## src/rtl/hsv_blob_accum_if.sv

```systemverilog
// Pixel and result bundle between the rgb2hsv converter side and the blob accumulator.
// The slave modport is the accumulator; the master modport drives pixels and reads results.
interface hsv_blob_accum_if;
  logic        frame_start;
  logic        done;
  logic [8:0]  hue;
  logic        hue_invalid;
  logic [4:0]  saturation;
  logic [4:0]  value;
  logic [8:0]  hue_lo;
  logic [8:0]  hue_hi;
  logic [4:0]  sat_min;
  logic [4:0]  val_min;

  logic        result_valid;
  logic        frame_short;
  logic        blob_found;
  logic [16:0] count;
  logic [24:0] sum_x;
  logic [24:0] sum_y;
  logic [8:0]  x_min;
  logic [8:0]  x_max;
  logic [8:0]  y_min;
  logic [8:0]  y_max;

  modport slave (
    input  frame_start, done, hue, hue_invalid, saturation, value,
           hue_lo, hue_hi, sat_min, val_min,
    output result_valid, frame_short, blob_found, count, sum_x, sum_y,
           x_min, x_max, y_min, y_max
  );

  modport master (
    output frame_start, done, hue, hue_invalid, saturation, value,
           hue_lo, hue_hi, sat_min, val_min,
    input  result_valid, frame_short, blob_found, count, sum_x, sum_y,
           x_min, x_max, y_min, y_max
  );
endinterface

```

## src/rtl/hsv_blob_accum.sv

```systemverilog
// Per-frame colour-window blob statistics: match count, coordinate sums and bounding box,
// published as a one-cycle result pulse at frame end (or early on a new frame_start).
module hsv_blob_accum #(
  parameter int WIDTH  = 320,
  parameter int HEIGHT = 240
) (
  input  logic               clk,
  input  logic               res,
  hsv_blob_accum_if.slave    bus
);

  typedef enum logic [1:0] {
    S_IDLE,
    S_ACCUM,
    S_PUBLISH
  } state_t;

  localparam logic [8:0] X_LAST = 9'(WIDTH - 1);
  localparam logic [8:0] Y_LAST = 9'(HEIGHT - 1);

  state_t      r_state;
  logic        r_doneD;
  logic        r_short;
  logic        r_restart;
  logic [8:0]  r_x;
  logic [8:0]  r_y;
  logic [16:0] r_accCount;
  logic [24:0] r_accSumX;
  logic [24:0] r_accSumY;
  logic [8:0]  r_accXMin;
  logic [8:0]  r_accXMax;
  logic [8:0]  r_accYMin;
  logic [8:0]  r_accYMax;

  logic        r_resultValid;
  logic        r_frameShort;
  logic        r_blobFound;
  logic [16:0] r_count;
  logic [24:0] r_sumX;
  logic [24:0] r_sumY;
  logic [8:0]  r_xMin;
  logic [8:0]  r_xMax;
  logic [8:0]  r_yMin;
  logic [8:0]  r_yMax;

  logic        w_pix;
  logic        w_hueOk;
  logic        w_match;
  logic        w_lastPix;
  logic        w_accEmpty;

  assign w_pix = bus.done & ~r_doneD;

  // A window with lo > hi wraps through 0, which is how red hues are selected.
  assign w_hueOk = (bus.hue_lo <= bus.hue_hi)
                 ? ((bus.hue >= bus.hue_lo) && (bus.hue <= bus.hue_hi))
                 : ((bus.hue >= bus.hue_lo) || (bus.hue <= bus.hue_hi));

  assign w_match    = ~bus.hue_invalid && (bus.saturation >= bus.sat_min) &&
                      (bus.value >= bus.val_min) && w_hueOk;
  assign w_lastPix  = (r_x == X_LAST) && (r_y == Y_LAST);
  assign w_accEmpty = (r_accCount == 17'd0);

  always_ff @(posedge clk) begin
    if (res) begin
      r_state       <= S_IDLE;
      r_doneD       <= 1'b1;
      r_short       <= 1'b0;
      r_restart     <= 1'b0;
      r_x           <= '0;
      r_y           <= '0;
      r_accCount    <= '0;
      r_accSumX     <= '0;
      r_accSumY     <= '0;
      r_accXMin     <= 9'd511;
      r_accXMax     <= '0;
      r_accYMin     <= 9'd511;
      r_accYMax     <= '0;
      r_resultValid <= 1'b0;
      r_frameShort  <= 1'b0;
      r_blobFound   <= 1'b0;
      r_count       <= '0;
      r_sumX        <= '0;
      r_sumY        <= '0;
      r_xMin        <= '0;
      r_xMax        <= '0;
      r_yMin        <= '0;
      r_yMax        <= '0;
    end else begin
      r_doneD       <= bus.done;
      r_resultValid <= 1'b0;

      case (r_state)
        S_IDLE: begin
          if (bus.frame_start) begin
            r_state <= S_ACCUM;
          end
        end

        // A frame_start mid-frame wins over a simultaneous pixel, which is discarded.
        S_ACCUM: begin
          if (bus.frame_start) begin
            r_state   <= S_PUBLISH;
            r_short   <= 1'b1;
            r_restart <= 1'b1;
          end else if (w_pix) begin
            if (w_match) begin
              r_accCount <= r_accCount + 17'd1;
              r_accSumX  <= r_accSumX + 25'(r_x);
              r_accSumY  <= r_accSumY + 25'(r_y);
              if (r_x < r_accXMin) r_accXMin <= r_x;
              if (r_x > r_accXMax) r_accXMax <= r_x;
              if (r_y < r_accYMin) r_accYMin <= r_y;
              if (r_y > r_accYMax) r_accYMax <= r_y;
            end
            if (r_x == X_LAST) begin
              r_x <= '0;
              r_y <= r_y + 9'd1;
            end else begin
              r_x <= r_x + 9'd1;
            end
            if (w_lastPix) begin
              r_state   <= S_PUBLISH;
              r_short   <= 1'b0;
              r_restart <= 1'b0;
            end
          end
        end

        // The sentinel min/max values never escape: an empty frame reports a 0/0/0/0 box.
        S_PUBLISH: begin
          r_resultValid <= 1'b1;
          r_frameShort  <= r_short;
          r_blobFound   <= ~w_accEmpty;
          r_count       <= r_accCount;
          r_sumX        <= r_accSumX;
          r_sumY        <= r_accSumY;
          r_xMin        <= w_accEmpty ? 9'd0 : r_accXMin;
          r_xMax        <= w_accEmpty ? 9'd0 : r_accXMax;
          r_yMin        <= w_accEmpty ? 9'd0 : r_accYMin;
          r_yMax        <= w_accEmpty ? 9'd0 : r_accYMax;
          r_accCount    <= '0;
          r_accSumX     <= '0;
          r_accSumY     <= '0;
          r_accXMin     <= 9'd511;
          r_accXMax     <= '0;
          r_accYMin     <= 9'd511;
          r_accYMax     <= '0;
          r_x           <= '0;
          r_y           <= '0;
          r_short       <= 1'b0;
          r_restart     <= 1'b0;
          r_state       <= (r_restart || bus.frame_start) ? S_ACCUM : S_IDLE;
        end

        default: r_state <= S_IDLE;
      endcase
    end
  end

  assign bus.result_valid = r_resultValid;
  assign bus.frame_short  = r_frameShort;
  assign bus.blob_found   = r_blobFound;
  assign bus.count        = r_count;
  assign bus.sum_x        = r_sumX;
  assign bus.sum_y        = r_sumY;
  assign bus.x_min        = r_xMin;
  assign bus.x_max        = r_xMax;
  assign bus.y_min        = r_yMin;
  assign bus.y_max        = r_yMax;

endmodule
```

## src/flat_wrapper.sv

```systemverilog
// flat-port wrapper written by rule: the top's interface ports become plain ports
module hsv_blob_accum_flat 
#(
  parameter int WIDTH  = 320,
  parameter int HEIGHT = 240
)
  (clk, res, bus_frame_start, bus_done, bus_hue, bus_hue_invalid, bus_saturation, bus_value, bus_hue_lo, bus_hue_hi, bus_sat_min, bus_val_min, bus_result_valid, bus_frame_short, bus_blob_found, bus_count, bus_sum_x, bus_sum_y, bus_x_min, bus_x_max, bus_y_min, bus_y_max);
  hsv_blob_accum_if bus_i ();
  input  logic clk;
  input  logic res;
  input wire logic [$bits(bus_i.frame_start)-1:0] bus_frame_start;
  input wire logic [$bits(bus_i.done)-1:0] bus_done;
  input wire logic [$bits(bus_i.hue)-1:0] bus_hue;
  input wire logic [$bits(bus_i.hue_invalid)-1:0] bus_hue_invalid;
  input wire logic [$bits(bus_i.saturation)-1:0] bus_saturation;
  input wire logic [$bits(bus_i.value)-1:0] bus_value;
  input wire logic [$bits(bus_i.hue_lo)-1:0] bus_hue_lo;
  input wire logic [$bits(bus_i.hue_hi)-1:0] bus_hue_hi;
  input wire logic [$bits(bus_i.sat_min)-1:0] bus_sat_min;
  input wire logic [$bits(bus_i.val_min)-1:0] bus_val_min;
  output wire logic [$bits(bus_i.result_valid)-1:0] bus_result_valid;
  output wire logic [$bits(bus_i.frame_short)-1:0] bus_frame_short;
  output wire logic [$bits(bus_i.blob_found)-1:0] bus_blob_found;
  output wire logic [$bits(bus_i.count)-1:0] bus_count;
  output wire logic [$bits(bus_i.sum_x)-1:0] bus_sum_x;
  output wire logic [$bits(bus_i.sum_y)-1:0] bus_sum_y;
  output wire logic [$bits(bus_i.x_min)-1:0] bus_x_min;
  output wire logic [$bits(bus_i.x_max)-1:0] bus_x_max;
  output wire logic [$bits(bus_i.y_min)-1:0] bus_y_min;
  output wire logic [$bits(bus_i.y_max)-1:0] bus_y_max;
  assign bus_i.frame_start = bus_frame_start;
  assign bus_i.done = bus_done;
  assign bus_i.hue = bus_hue;
  assign bus_i.hue_invalid = bus_hue_invalid;
  assign bus_i.saturation = bus_saturation;
  assign bus_i.value = bus_value;
  assign bus_i.hue_lo = bus_hue_lo;
  assign bus_i.hue_hi = bus_hue_hi;
  assign bus_i.sat_min = bus_sat_min;
  assign bus_i.val_min = bus_val_min;
  assign bus_result_valid = bus_i.result_valid;
  assign bus_frame_short = bus_i.frame_short;
  assign bus_blob_found = bus_i.blob_found;
  assign bus_count = bus_i.count;
  assign bus_sum_x = bus_i.sum_x;
  assign bus_sum_y = bus_i.sum_y;
  assign bus_x_min = bus_i.x_min;
  assign bus_x_max = bus_i.x_max;
  assign bus_y_min = bus_i.y_min;
  assign bus_y_max = bus_i.y_max;
  hsv_blob_accum #(.WIDTH(WIDTH), .HEIGHT(HEIGHT)) u_core (.clk(clk), .res(res), .bus(bus_i));
endmodule
```

## config.mk

```make
export PLATFORM = sky130hd
export DESIGN_NAME = hsv_blob_accum_flat
export DESIGN_NICKNAME = d
export VERILOG_FILES = /design/src/rtl/hsv_blob_accum_if.sv /design/src/rtl/hsv_blob_accum.sv /design/src/flat_wrapper.sv
export SDC_FILE = /design/constraint.sdc
export NUM_CORES = 1
export LEC_CHECK = 0
export ABC_AREA = 0
export CAP_MARGIN = 20
export CORE_ASPECT_RATIO = 2
export CORE_MARGIN = 1
export CORE_UTILIZATION = 40
export CTS_BUF_LIST = sky130_fd_sc_hd__clkbuf_2 sky130_fd_sc_hd__clkbuf_4 sky130_fd_sc_hd__clkbuf_8
export DETAILED_ROUTE_END_ITERATION = 7
export SYNTH_ARGS = -nofsm -noshare
export SYNTH_HDL_FRONTEND = slang
export SYNTH_SLANG_ARGS = --single-unit
```

## constraint.sdc

```tcl
create_clock -name clk -period 4.02 [get_ports clk]
set_input_delay 0.804 -clock clk [delete_from_list [all_inputs] [get_ports clk]]
set_output_delay 0.804 -clock clk [all_outputs]
set_load 0.005 [all_outputs]
```

==> impl_metrics.csv, run 1 <==
group,metric,value,unit
finish,drive_gt1_share,8.07,%
setup_path,start_kind,"input port",
detailed_routing,drc,0,
detailed_routing,wl_met3,1100,µm
clock_network,cts_buffers,35,
detailed_routing,drt-met1-wl,12000,µm
detailed_routing,drt-pass1-iter-count,4,
global_routing,antenna_found_initial,1,
synthesis,synth-seq-cells,231,
clock_network,clk_pin_slew_worst_paths,0.06,ns
global_routing,grt-ovfl-total,0,
sta,hold_violations,0,
finish,area_growth,22.7,%
pwr,finalPower,6.07,mW
setup_path,crit_path_end_kind,"flop",
setup_path,cp.arrival,3.80,ns
sta,setup_viol,0,
clock_network,post-cts-setup-buffers,0,
status,status,"finished clean",
synthesis,synth_seq_area_share,38.7,%
detailed_routing,wirelength,30900,µm
clock_network,cts_hold_buf,0,
clock_network,root_buffer,"clkbuf_8",
floorplanning,start_util,40.7,%
clock_network,cts_tree,"built",
setup_path,crit_family,"compound AO/OA/AOI/OAI gates",
placed_design,pre_cts_ws,0.0871,ns
setup_path,critical_path_class,"in -> reg",
flow_run,drv_cap,0,
sta,clock.fmax,297,MHz
sta,fin_crit_sh,83.7,%
floorplanning,design.core.area,29400,µm²
finish,nFillCells,2884,
floorplanning,die_h,246,µm
floorplanning,rows,89,
placed_design,gp_congestion,0.873,
detailed_routing,viasPerCell,5.30,
synthesis,avgSynthCellArea,8.80,µm²
detailed_routing,ant_nets,0,
pwr,p_per_area,414,nW/µm²
floorplanning,ios,158,
finish,layout.nets,1655,
clock_network,cts.path.max_buffers,3,
synthesis,yosysWarnings,0,
setup_path,slowest_delay,0.46,ns
synthesis,syn_inst,1358,
setup_path,worstPathRequired,4.45,ns
sta,slew_headroom,28.3,%
clock_network,htreeDepth,2,
detailed_routing,drtIter0Drc,332,
synthesis,synth_nets,1509,
global_routing,grt_usage,19.9,%
sta,timing.final.crit_period,3.36,ns
detailed_routing,wl_per_cell,16.3,µm
sta,hold_slack,0.494,ns
clock_network,cts_sinks,231,
synthesis,netlist_area,12000,µm²
setup_path,critPathSlowestCell,"clkdlybuf4s50_1",
placed_design,dp_hpwl,22200,µm
setup_path,critPathBufInv,4,
pwr,ir_drop,0.272,mV
finish,final_cell_mix,"nor2_1 (235), dfxtp_1 (231), clkdlybuf4s50_1 (156)",
floorplanning,dieArea,30600,µm²
sta,fin_ws,0.656,ns
sta,drv_slew,0,
synthesis,ys.flop_type,"dfxtp_1",
floorplanning,die_x,124,µm
synthesis,async_flop_share,0,%
detailed_routing,vias,10000,
clock_network,cts-resized-gates,0,
synthesis,ys_types,61,
placed_design,io_buffers,157,
finish,layout_commonest_cell,"nor2_1",
setup_path,timing.critical_path.fanout_max,19,
sta,finalSetupTns,0,ns
synthesis,synth_edf_count,0,
global_routing,grt_pass1_wl,49900,µm
detailed_routing,top_layer_used,"met4",
sta,worst_pin_slew,1.07,ns
sta,rsz0062_at_grt,"no",
clock_network,clock_latency,0.55,ns
global_routing,grt_pass1_vias,9901,
global_routing,grt_max_degree,123,
min_path,hp-class,"reg -> reg",
pwr,p_leak,5.72,nW
detailed_routing,met2_length,16800,µm
setup_path,crit_chain,"clkdlybuf4s50_1 -> inv_1 -> ha_1 -> nand2b_1 -> a2111oi_0 -> nor3_1 -> a211o_1 -> o211ai_4 -> buf_12 -> and2_1 -> nor4_4 -> buf_4 -> a22o_1",
sta,fin_skew,0.0148,ns
## cells by family (layout without fill, tap and decap cells)
group	after synthesis	after routing	synth area share, %
DFF	231	231	38.7
other	0	1	0
adders and majority gates	99	99	10.5
AOI/OAI and AO/OA	254	254	15.1
muxes	105	105	8.79
and+or+nand+nor	456	456	17.5
buffers and inverters	158	325	5.32
xor gates and xnor gates	55	55	4.03
## cell usage after synthesis (11+ instances only)
| cell | number | area share [%] |
|---|---|---|
| nand4_1 | 21 | 1.1 |
| or3_1 | 12 | 0.63 |
| o21a_1 | 12 | 0.75 |
| dfxtp_1 | 231 | 39 |
| xor2_1 | 11 | 0.81 |
| a22oi_1 | 36 | 2.3 |
| nand3_1 | 41 | 1.7 |
| and3_1 | 11 | 0.58 |
| nor2_1 | 235 | 7.4 |
| clkbuf_1 | 53 | 1.7 |
| o211ai_1 | 12 | 0.75 |
| a21oi_1 | 65 | 2.7 |
| o21ai_0 | 38 | 1.6 |
| a2111oi_2 | 14 | 1.8 |
| nand2_1 | 49 | 1.5 |
| ha_1 | 97 | 10 |
| a211oi_1 | 18 | 1.1 |
| mux2i_1 | 105 | 8.8 |
| nor3_1 | 41 | 1.7 |
| inv_1 | 82 | 2.6 |
| xnor2_1 | 44 | 3.2 |
## per-stage QoR
step                      area, µm²  util (%)  cells
after floorplan               12000         -   1358
after CTS                     14700      49.9   1889
after global placement        14000      47.5   1831
after detailed placement      14000      47.5   1831
final                         14700      49.9   1890
after global routing          14700      49.9   1890
## cell type report
class	instances	area (µm²)	share of cell area (%)
clock inverters	8	71.3	0.486
clock buffers	50	638	4.35
repair buffers	184	1830	12.4
flip-flops and latches	231	4620	31.5
well taps	364	455	3.10
inverters	83	312	2.12
multi-input cells	969	6740	46.0
diodes	1	2.50	0.0171
## power breakdown
part	switching, mW	internal [mW]	total (mW)
Combinational	0.952	0.582	1.53
Clock	0.921	1.09	2.01
Sequential	0.112	2.42	2.53
Total	1.98	4.09	6.07
## per-layer routing
metal  track usage (%)  vias to the layer above
met5                 0                        -
met4              7.97                        0
met3              3.04                       63
met2              39.3                      218
met1              20.6                     4661
li1                  -                     5071
## registers in the layout (all words and copies together), names as in the netlist, 17 cells and up
signal	cells
u_core.bus.sum_y	25
u_core.bus.count	17
u_core.r_accSumX	25
u_core.bus.sum_x	25
u_core.r_accSumY	25
u_core.r_accCount	17
## worst reg2reg max path, stage by stage (launching register included)
cell and delay [ns]:
dfxtp_1 0.43, ha_1 0.27, fa_1 0.43, a211oi_1 0.28, nor2_1 0.12, o31a_1 0.28, or3_1 0.33, a21oi_1 0.17
buf_4 0.19, a211oi_2 0.09, a31o_2 0.30, a21oi_1 0.11
## path summary, 6_finish.rpt
kind	start	endpoint	slack [ns]	cells after the start
worst max-delay path	bus_hue[0]	u_core.r_accYMax[0]	0.66	13
worst min-delay path	u_core.bus.count[2]	u_core.bus.count[2]	0.49	2
worst max register to register	u_core.r_x[0]	u_core.r_accSumX[14]	0.94	11
worst min register to register	u_core.bus.count[2]	u_core.bus.count[2]	0.49	2
(Power assumes the default switching activity.)
==> run 2: changes to the inputs <==
==> constraint.sdc (replaced) <==
create_clock -name clk -period 3.47 [get_ports clk]
set_input_delay 0.694 -clock clk [delete_from_list [all_inputs] [get_ports clk]]
set_output_delay 0.694 -clock clk [all_outputs]
set_load 0.005 [all_outputs]
==> run 2 against run 1 <==
Effect of this change:
- global-route usage rose by 0.44 points
- register-to-register slack got worse by 0.46 ns
- die area unchanged
- via count rose by 2.7%
- clock skew up 0.0014 ns
- sequential power is 16% higher
- wire length is 2.0% higher
- final cell count rose by 2.3%
- worst setup slack got worse by 0.43 ns
- non-clock buffer count rose by 41
- total power increased by 19%
- critical path type unchanged
- largest cell class unchanged
- highest routed layer unchanged
==> impl_metrics.csv, run 2 (synthesized netlist as in run 1, its figures left out) <==
group,metric,value,unit
placed_design,place_area,14300,µm²
placed_design,pre_cts_ws,-0.382,ns
finish,final_cell_area,15000,µm²
setup_path,critPathBufInv,3,
status,status,"finished clean",
placed_design,io_buffers,157,
setup_path,critical_path_class,"in -> reg",
pwr,swShare,32.4,%
detailed_routing,drc,0,
sta,worst_pin_slew,0.998,ns
clock_network,clock_latency,0.54,ns
setup_path,timing.critical_path.fanout_max,18,
floorplanning,design.core.area,29400,µm²
floorplanning,ios,158,
detailed_routing,vias,10300,
setup_path,crit_chain,"clkdlybuf4s50_1 -> inv_1 -> ha_1 -> a21oi_1 -> o21ai_0 -> a2111o_1 -> a211oi_2 -> o211ai_4 -> buf_12 -> a211o_1 -> or3_1 -> a21oi_1",
finish,layout.cells.non_filler,1934,
setup_path,start_kind,"input port",
placed_design,gp_congestion,0.849,
detailed_routing,wirelength,31500,µm
setup_path,slowest_delay,0.47,ns
global_routing,grt_pass1_wl,51200,µm
pwr,seqPwrFrac,40.5,%
global_routing,grt-ovfl-total,0,
placed_design,dp_hpwl,23000,µm
pwr,combPwrFrac,26.1,%
min_path,hold-path-cell-count,2,
detailed_routing,drt-pass1-iter-count,7,
sta,slew_headroom,33.4,%
pwr,p_clk_share,33.3,%
floorplanning,die_x,124,µm
finish,drive_gt1_share,10.8,%
global_routing,grt_max_degree,78,
setup_path,r2r_slack,0.48,ns
sta,hold_violations,0,
sta,timing.final.crit_period,3.25,ns
detailed_routing,drtIter0Drc,376,
pwr,p_leak,5.94,nW
clock_network,cts.path.max_buffers,3,
floorplanning,start_util,40.7,%
pwr,p_per_area,481,nW/µm²
clock_network,root_buffer,"clkbuf_8",
global_routing,grt_pass1_vias,10300,
min_path,hp-class,"reg -> reg",
setup_path,worstPathRequired,3.94,ns
finish,area_growth,25.8,%
floorplanning,rows,89,
setup_path,crit_family,"compound AO/OA/AOI/OAI gates",
sta,fin_ws,0.222,ns
floorplanning,dieArea,30600,µm²
setup_path,crit_path_end_kind,"flop",
finish,nFillCells,2820,
global_routing,antenna_found_initial,1,
global_routing,grt_usage,20.4,%
setup_path,crit_top_cell,"a21oi_1",
setup_path,worstRegToRegCells,12,
flow_run,drv_cap,0,
setup_path,cp.arrival,3.72,ns
pwr,ir_drop,0.474,mV
clock_network,cts_buffers,35,
sta,finalSetupTns,0,ns
setup_path,r2r-start,"u_core.r_x[0]",
min_path,min_to,"u_core.bus.blob_found",
sta,fin_skew,0.0162,ns
placed_design,placed_cells,1872,
clock_network,htreeDepth,2,
setup_path,reg2reg_to,"u_core.r_accSumX[14]",
clock_network,cts_tree,"built",
finish,layout.nets,1696,
finish,final_cell_mix,"nor2_1 (235), dfxtp_1 (231), clkdlybuf4s50_1 (156)",
clock_network,cts_sinks,231,
sta,fin_crit_sh,93.6,%
pwr,p_sw,2.34,mW
setup_path,cp.depth,12,
floorplanning,die_h,246,µm
clock_network,clk_pin_slew_worst_paths,0.07,ns
finish,layout_commonest_cell,"nor2_1",
sta,rsz0062_at_grt,"no",
detailed_routing,viasPerCell,5.32,
sta,clock.fmax,308,MHz
detailed_routing,ant_nets,0,
pwr,internal_power,4.89,mW
setup_path,critPathSlowestCell,"clkdlybuf4s50_1",
sta,setup_viol,0,
min_path,hp-start,"u_core.bus.blob_found",
finish,multi_input_comb_area,6750,µm²
detailed_routing,wl_per_cell,16.3,µm
sta,drv_slew,0,
finish,seqCellArea,4620,µm²
[run 2: cell types whose count changed in the layout (fill, tap and decap cells not counted), moves of 2 or more]
cell | previous run | this run
a2111oi_1 | 3 | 1
clkbuf_4 | 8 | 13
buf_4 | 23 | 62
a2111oi_2 | 14 | 16
buf_12 | 4 | 6
clkbuf_8 | 42 | 39
[run 2: timing repair]
action,in CTS,in global routing
hold endpoints to repair,0,0
resized for setup,0,2
hold buffers,0,0
endpoints found under the setup margin,0,5
setup buffers,0,0
[run 2: stage by stage]
stage | hold slack, ns | util (%) | power, mW
after floorplan | 0.459 | - | 4.24
after global placement | 0.470 | 48.6 | 4.86
after detailed placement | 0.482 | 48.6 | 4.90
after CTS | 0.499 | 51.1 | 7.33
after global routing | 0.517 | 51.1 | 7.61
final | 0.495 | 51.1 | 7.23
[run 2: area by class of cell]
cell class | count | area share (%)
inverters | 83 | 2.07
flip-flops and latches | 231 | 30.8
clock inverters | 9 | 0.649
clock buffers | 52 | 4.22
multi-input cells | 969 | 44.9
repair buffers | 225 | 14.4
well taps | 364 | 3.03
diodes | 1 | 0.0166
[run 2: worst max-delay path by stage]
stage / startpoint / to / slack (ns)
floorplan: bus_hue_hi[6] / u_core.r_accSumY[2] / 0.40
global placement: bus_hue_hi[4] / u_core.r_accSumX[18] / -0.33
detailed placement: bus_hue_hi[2] / u_core.r_accSumX[19] / -0.38
CTS: bus_hue_hi[2] / u_core.r_accSumX[21] / 0.17
global route: bus_hue_hi[2] / u_core.r_accSumX[17] / 0.007
finish: bus_hue_hi[2] / u_core.r_accSumX[19] / 0.22
[run 2: worst reg2reg max path, stage by stage, from the launching register on]
cell and delay, ns:
dfxtp_1 0.33, ha_1 0.21, fa_1 0.43, a211oi_1 0.27, nor2_1 0.11, o31a_1 0.28, or3_1 0.34, a21oi_1 0.17
buf_4 0.19, a211oi_2 0.06, buf_4 0.19, a31o_2 0.24, a21oi_1 0.11
[run 2: per-layer routing]
layer / global-route usage (%) / routed length [µm]
met1: 20.8 / 11900
met2: 40.2 / 17300
met3: 2.50 / 1110
met4: 9.74 / 1180
met5: 0 / 0
[run 2: power groups by stage]
stage | logic [mW] | registers (mW) | clock network (mW)
3_5_place_dp | 1.91 | 2.99 | 0
6_report | 1.89 | 2.93 | 2.41
2_1_floorplan | 1.29 | 2.95 | 0
5_1_grt | 2.08 | 2.96 | 2.57
3_3_place_gp | 1.87 | 2.99 | 0
4_1_cts | 1.92 | 2.93 | 2.48
